<file path="src/rtl/johnson_sequencer_pkg.sv">
// Shared types and helpers for the Johnson sequencer.
//   state_t     : 2-bit FSM state encoding
//   DIR_FWD/REV : direction encodings for the dir input
//   is_johnson  : 1 when a code lies on the Johnson ring of width w
package johnson_sequencer_pkg;

  localparam int MAX_W = 8;

  typedef enum logic [1:0] {
    IDLE      = 2'd0,
    RUN       = 2'd1,
    STEP_WAIT = 2'd2,
    DONE      = 2'd3
  } state_t;

  localparam logic DIR_FWD = 1'b0;
  localparam logic DIR_REV = 1'b1;

  // Walk the ring forward from zero and look for a match. Bits above w
  // are masked off, so narrower widths can share the 8-bit datapath.
  function automatic logic is_johnson(input logic [MAX_W-1:0] code,
                                      input int unsigned w);
    logic [MAX_W-1:0] v;
    logic [MAX_W-1:0] mask;
    logic             hit;
    mask = '0;
    for (int i = 0; i < MAX_W; i++) if (i < int'(w)) mask[i] = 1'b1;
    v   = '0;
    hit = 1'b0;
    for (int i = 0; i < 2*MAX_W; i++) begin
      if (i < int'(2*w)) begin
        if (v == (code & mask) && (code & ~mask) == '0) hit = 1'b1;
        v = ((v << 1) | {{(MAX_W-1){1'b0}}, ~v[w-1]}) & mask;
      end
    end
    return hit;
  endfunction

endpackage

</file>
<file path="src/rtl/johnson_sequencer_phase_core.sv">
// Phase register of the Johnson ring and its next-state logic.
//   clk, reset : clock, async active-low reset (already synchronised)
//   advance    : move one phase in direction dir
//   dir        : DIR_FWD / DIR_REV
//   load       : write load_val (caller guarantees it is a legal code)
//   phase_q    : current phase code
module johnson_phase_core
  import johnson_sequencer_pkg::*;
#(
  parameter int WIDTH = 4
) (
  input  logic             clk,
  input  logic             reset,
  input  logic             advance,
  input  logic             dir,
  input  logic             load,
  input  logic [WIDTH-1:0] load_val,
  output logic [WIDTH-1:0] phase_q
);

  always_ff @(posedge clk or negedge reset) begin
    if (!reset)
      phase_q <= '0;
    else if (load)
      phase_q <= load_val;
    else if (advance) begin
      if (dir == DIR_FWD) phase_q <= {phase_q[WIDTH-2:0], ~phase_q[WIDTH-1]};
      else                phase_q <= {~phase_q[0], phase_q[WIDTH-1:1]};
    end
  end

endmodule

</file>
<file path="src/rtl/johnson_sequencer.sv">
// Johnson-ring phase sequencer: runs run_len advances either freely
// (one per cycle) or gated by step pulses, with abort, load and a sticky
// illegal-load error flag.
//   clk, reset            : clock, async active-low reset
//   start/stop            : begin / abort a run
//   step_mode, step       : stepped operation and its strobe
//   dir, run_len          : direction and advance count, latched at start
//   load, load_val        : phase preload (IDLE only)
//   clear_err             : clears err
//   phase_q, phase_idx    : phase code and its ring index
//   busy, done, err       : status
module johnson_sequencer
  import johnson_sequencer_pkg::*;
#(
  parameter int WIDTH = 4
) (
  input  logic             clk,
  input  logic             reset,
  input  logic             start,
  input  logic             stop,
  input  logic             step_mode,
  input  logic             step,
  input  logic             dir,
  input  logic [7:0]       run_len,
  input  logic             load,
  input  logic [WIDTH-1:0] load_val,
  input  logic             clear_err,
  output logic [WIDTH-1:0] phase_q,
  output logic [3:0]       phase_idx,
  output logic             busy,
  output logic             done,
  output logic             err
);

  // Assert asynchronously, release two edges after reset rises.
  logic [1:0] rst_pipe;
  logic       rst_n;

  always_ff @(posedge clk or negedge reset) begin
    if (!reset) rst_pipe <= '0;
    else        rst_pipe <= {rst_pipe[0], 1'b1};
  end
  assign rst_n = rst_pipe[1];

  state_t     state;
  logic [7:0] cnt;
  logic       dir_l;
  logic       advance;
  logic       ld;
  logic       ld_legal;
  logic [WIDTH-1:0] ld_val;

  assign ld       = (state == IDLE) && load;
  assign ld_legal = is_johnson(MAX_W'(load_val), WIDTH);
  assign ld_val   = ld_legal ? load_val : '0;

  // stop beats any advance in the same cycle
  assign advance = !stop && ((state == RUN) || (state == STEP_WAIT && step));
  assign busy    = (state == RUN) || (state == STEP_WAIT);

  always_ff @(posedge clk or negedge rst_n) begin
    if (!rst_n) begin
      state <= IDLE;
      cnt   <= '0;
      dir_l <= DIR_FWD;
      done  <= 1'b0;
      err   <= 1'b0;
    end else begin
      // done trails DONE by one edge so the pulse lands N+1 cycles after start
      done <= (state == DONE);

      if (ld && !ld_legal) err <= 1'b1;
      else if (clear_err)  err <= 1'b0;

      case (state)
        IDLE: begin
          if (!load && start && !stop) begin
            cnt   <= run_len;
            dir_l <= dir;
            if (run_len == 8'd0) state <= DONE;
            else if (step_mode)  state <= STEP_WAIT;
            else                 state <= RUN;
          end
        end
        RUN, STEP_WAIT: begin
          if (stop)
            state <= IDLE;
          else if (advance) begin
            cnt <= cnt - 8'd1;
            if (cnt == 8'd1) state <= DONE;
          end
        end
        DONE:    state <= IDLE;
        default: state <= IDLE;
      endcase
    end
  end

  johnson_phase_core #(.WIDTH(WIDTH)) u_core (
    .clk      (clk),
    .reset    (rst_n),
    .advance  (advance),
    .dir      (dir_l),
    .load     (ld),
    .load_val (ld_val),
    .phase_q  (phase_q)
  );

  // Register only ever holds legal codes: below the half-way point the index
  // is the number of ones, past it the ones drain from the bottom.
  logic [3:0] ones;
  always_comb begin
    ones = '0;
    for (int i = 0; i < WIDTH; i++) ones = ones + 4'(phase_q[i]);
    phase_idx = phase_q[WIDTH-1] ? (4'(2*WIDTH) - ones) : ones;
  end

endmodule
</file>
<file path="config.mk">
export PLATFORM = sky130hd
export DESIGN_NAME = johnson_sequencer
export DESIGN_NICKNAME = d
export VERILOG_FILES = /design/src/rtl/johnson_sequencer_pkg.sv /design/src/rtl/johnson_sequencer_phase_core.sv /design/src/rtl/johnson_sequencer.sv
export SDC_FILE = /design/constraint.sdc
export NUM_CORES = 1
export LEC_CHECK = 0
export ABC_AREA = 1
export CORE_MARGIN = 5
export CORE_UTILIZATION = 45
export CTS_BUF_LIST = sky130_fd_sc_hd__clkbuf_2
export CTS_CLUSTER_SIZE = 28
export DETAILED_ROUTE_END_ITERATION = 7
export DONT_BUFFER_PORTS = 1
export GPL_TIMING_DRIVEN = 0
export PLACE_DENSITY = 0.65
export SLEW_MARGIN = 5
export SYNTH_ARGS = -nofsm -noshare
export SYNTH_HDL_FRONTEND = slang
export SYNTH_HIERARCHICAL = 1
export SYNTH_SLANG_ARGS = --single-unit
</file>
<file path="constraint.sdc">
create_clock -name clk -period 5.4 [get_ports clk]
set_input_delay 1.08 -clock clk [delete_from_list [all_inputs] [get_ports clk]]
set_output_delay 1.08 -clock clk [all_outputs]
set_load 0.1 [all_outputs]
</file>
==> results.md, run 1 <==
* Fillers at 344
* Sequential share of the synthesized area at 31.91%
* Die width at 67.55 um
* Syn avg cell area at 6.743 um^2
* WP data required at 4320 ps
* Postcts setup bufs at 0
* Post-DR vias/cell at 4.762
* Reg clk slew, reported paths at 190 ps
* Initial detailed-routing violation count at 64
* PortBufs at 0
* Syn Nets at 253
* R2R cell count at 8
* CP Launch Type: flip-flop
* DRC at 0
* Die area at 0.004562 mm^2
* Post-Syn Area at 0.001490 mm^2
* DRT Pass-1 Iters at 4
* Number of synthesized flops with an enable pin at 0
* Cts hold-fix bufs at 0
* CP arrival at 3860 ps
* Routed vias at 1,281
* Ys async rst share at 100.0%
* Worst-Margin Slew at 1094 ps
* Clk buf depth at 2
* Gr usage total at 15.45%
* Netlist cell types at 26
* Slew headroom at 27.07%
* Hold Crit Class: reg -> async
* Status: finished, final reports clean
* Post-synth top flop: dfrtp_1
* Tmin final at 4943 ps
* Synth Register Bits at 19
* HPWL Detailed at 2428 um
* Synth cell count leaders: nand2_1, inv_1, nor2_1
* Core Box Area at 0.003103 mm^2
* R2R Path Start: state[0]
* Vias in the first global route at 1,208
* Global-route wire length before repair at 5368 um
* Syn-to-layout area delta at 5.709%
* Placer Congestion at 0.8487
* Routed wire length at 3084 um
* Final hold vios at 0
* R2R setup slack at 3070 ps
* Setup Skew at 2.173 ps
* Largest net degree at the start of global routing at 18
* Io pins at 32
* Synth area leader: dfrtp_1
* H-tree depth at 1
* Remaining antenna violation count at 0
* YS warnings at 6
* Clk sinks at 19
* Rows at 20
* ANT cells at 0
* Final Slew Violations at 0
* CTS tree: built
* Latest clock arrival within the worst-skew pair at 320 ps
* Reg2reg end: cnt[3]
* Most numerous cell in the Yosys netlist: nand2_1
* Fmax at 202.3 MHz
* # setup viols final at 0
* CTS buffer count at 3
* Area contributors post-synth: dfrtp_1, nand2_1, inv_1, ha_1, nor2_1
* Kind of end point of the critical path: output pin
* Tcrit/Tclk final at 91.54%
* Setup CP Type: reg -> out
* Initial core utilization at 48.02%
* Fin nets at 258
* Share of layout cells above drive strength 1 at 17.33%
* Root Buffer: clkbuf_2
* GRT Residual Overflow at 0
* Die height at 67.55 um
* Max Cap Viol at 0
* CP Max Fanout at 8
* Post-synthesis cell count at 221
* Post-CTS sizing at 0
* Worst hold slack at 314.8 ps
* Initial antenna violation count at 0
* WL/cell at 11.46 um
* Unrepaired setup endpoints after global routing: no
* Synth top area share at 31.91%
worst max path at each step:
stage                            startpoint            to  slack [ps]  cells past startpoint
after global routing      u_core/phase_q[0]  phase_idx[2]         250                      9
after global placement    u_core/phase_q[3]  phase_idx[1]        -110                      8
final                     u_core/phase_q[3]  phase_idx[2]         460                      9
after floorplan           u_core/phase_q[3]  phase_idx[1]          70                      8
after CTS                 u_core/phase_q[3]  phase_idx[2]          20                      9
after detailed placement  u_core/phase_q[3]  phase_idx[2]         440                      9
critical path: stages, from the launching register on:
cell and delay [ps]:
dfrtp_2 790, inv_1 160, fa_1 510, inv_1 40, ha_1 890, inv_1 100
ha_1 230, nor2_1 130, xnor2_1 70, inv_1 600
state kept, by name, indices dropped and copies added, names as in the netlist:
name,cells
cnt,8
u_core/phase_q,4
state,2
dir_l,1
err,1
rst_pipe,2
done,1
routing by layer:
metal | part of all wire [%] | GRT usage, % | up-vias
met5 | 0 | 0 | -
met4 | 1.6 | 6.076 | 0
met3 | 5.4 | 3.161 | 5
met2 | 46 | 25.64 | 26
met1 | 47 | 19.49 | 572
li1 | - | - | 678
placed cells by master, fill, tap and decap left out, types with 5 or more instances in the layout:
master and instances:
a21oi_1 5, nand3_1 8, inv_2 6, o21ai_2 5, nand2_1 73, inv_1 34, dfrtp_1 16, ha_1 10
nand2_2 10, nor2_1 23, o21ai_0 9
per-stage QoR:
| step | std cells | utilization, % | setup slack (ps) | TNS (ps) | cell area (um^2) |
|---|---|---|---|---|---|
| 2_1_floorplan | 221 | - | 71.98 | 0 | 1490 |
| 3_3_place_gp | 265 | 49.80 | -109.8 | -109.8 | 1545 |
| 3_5_place_dp | 265 | 50.00 | 436.6 | 0 | 1551 |
| 4_1_cts | 269 | 50.65 | 21.66 | 0 | 1572 |
| 5_1_grt | 269 | 50.77 | 248.5 | 0 | 1575 |
| 6_report | 269 | 50.77 | 456.8 | 0 | 1575 |
final cells by class:
cell class | instances | area [um^2] | area share (%)
plain buffers | 1 | 7.507 | 0.4766
inverters | 41 | 158.9 | 10.09
clock buffers | 4 | 20.02 | 1.271
well taps | 44 | 55.05 | 3.495
flip-flops and latches | 19 | 479.2 | 30.42
multi-input cells | 160 | 854.6 | 54.25
cell families (layout without fill, tap and decap cells):
family,count (synthesis),in the layout,synth area share (%)
other,1,1,0.2516
adders and majority gates,11,11,9.740
buffers and inverters,42,46,11.17
muxes,1,1,0.7556
and+or+nand+nor,123,123,36.36
AOI/OAI and AO/OA,23,23,9.236
xor gates and xnor gates,1,1,0.5878
DFF,19,19,31.91
Power of run 1 is not shown: default switching activity piles up to over one toggle a cycle in this logic, so the estimate is an artifact.
==> run 2, diff against run 1 <==
Settings changed: CTS_CLUSTER_SIZE 28 to 24.
==> results of run 2 <==
Same layout as run 1: the final DEF is identical, and so are final timing and power.
Power of run 2 is left out for the same reason.
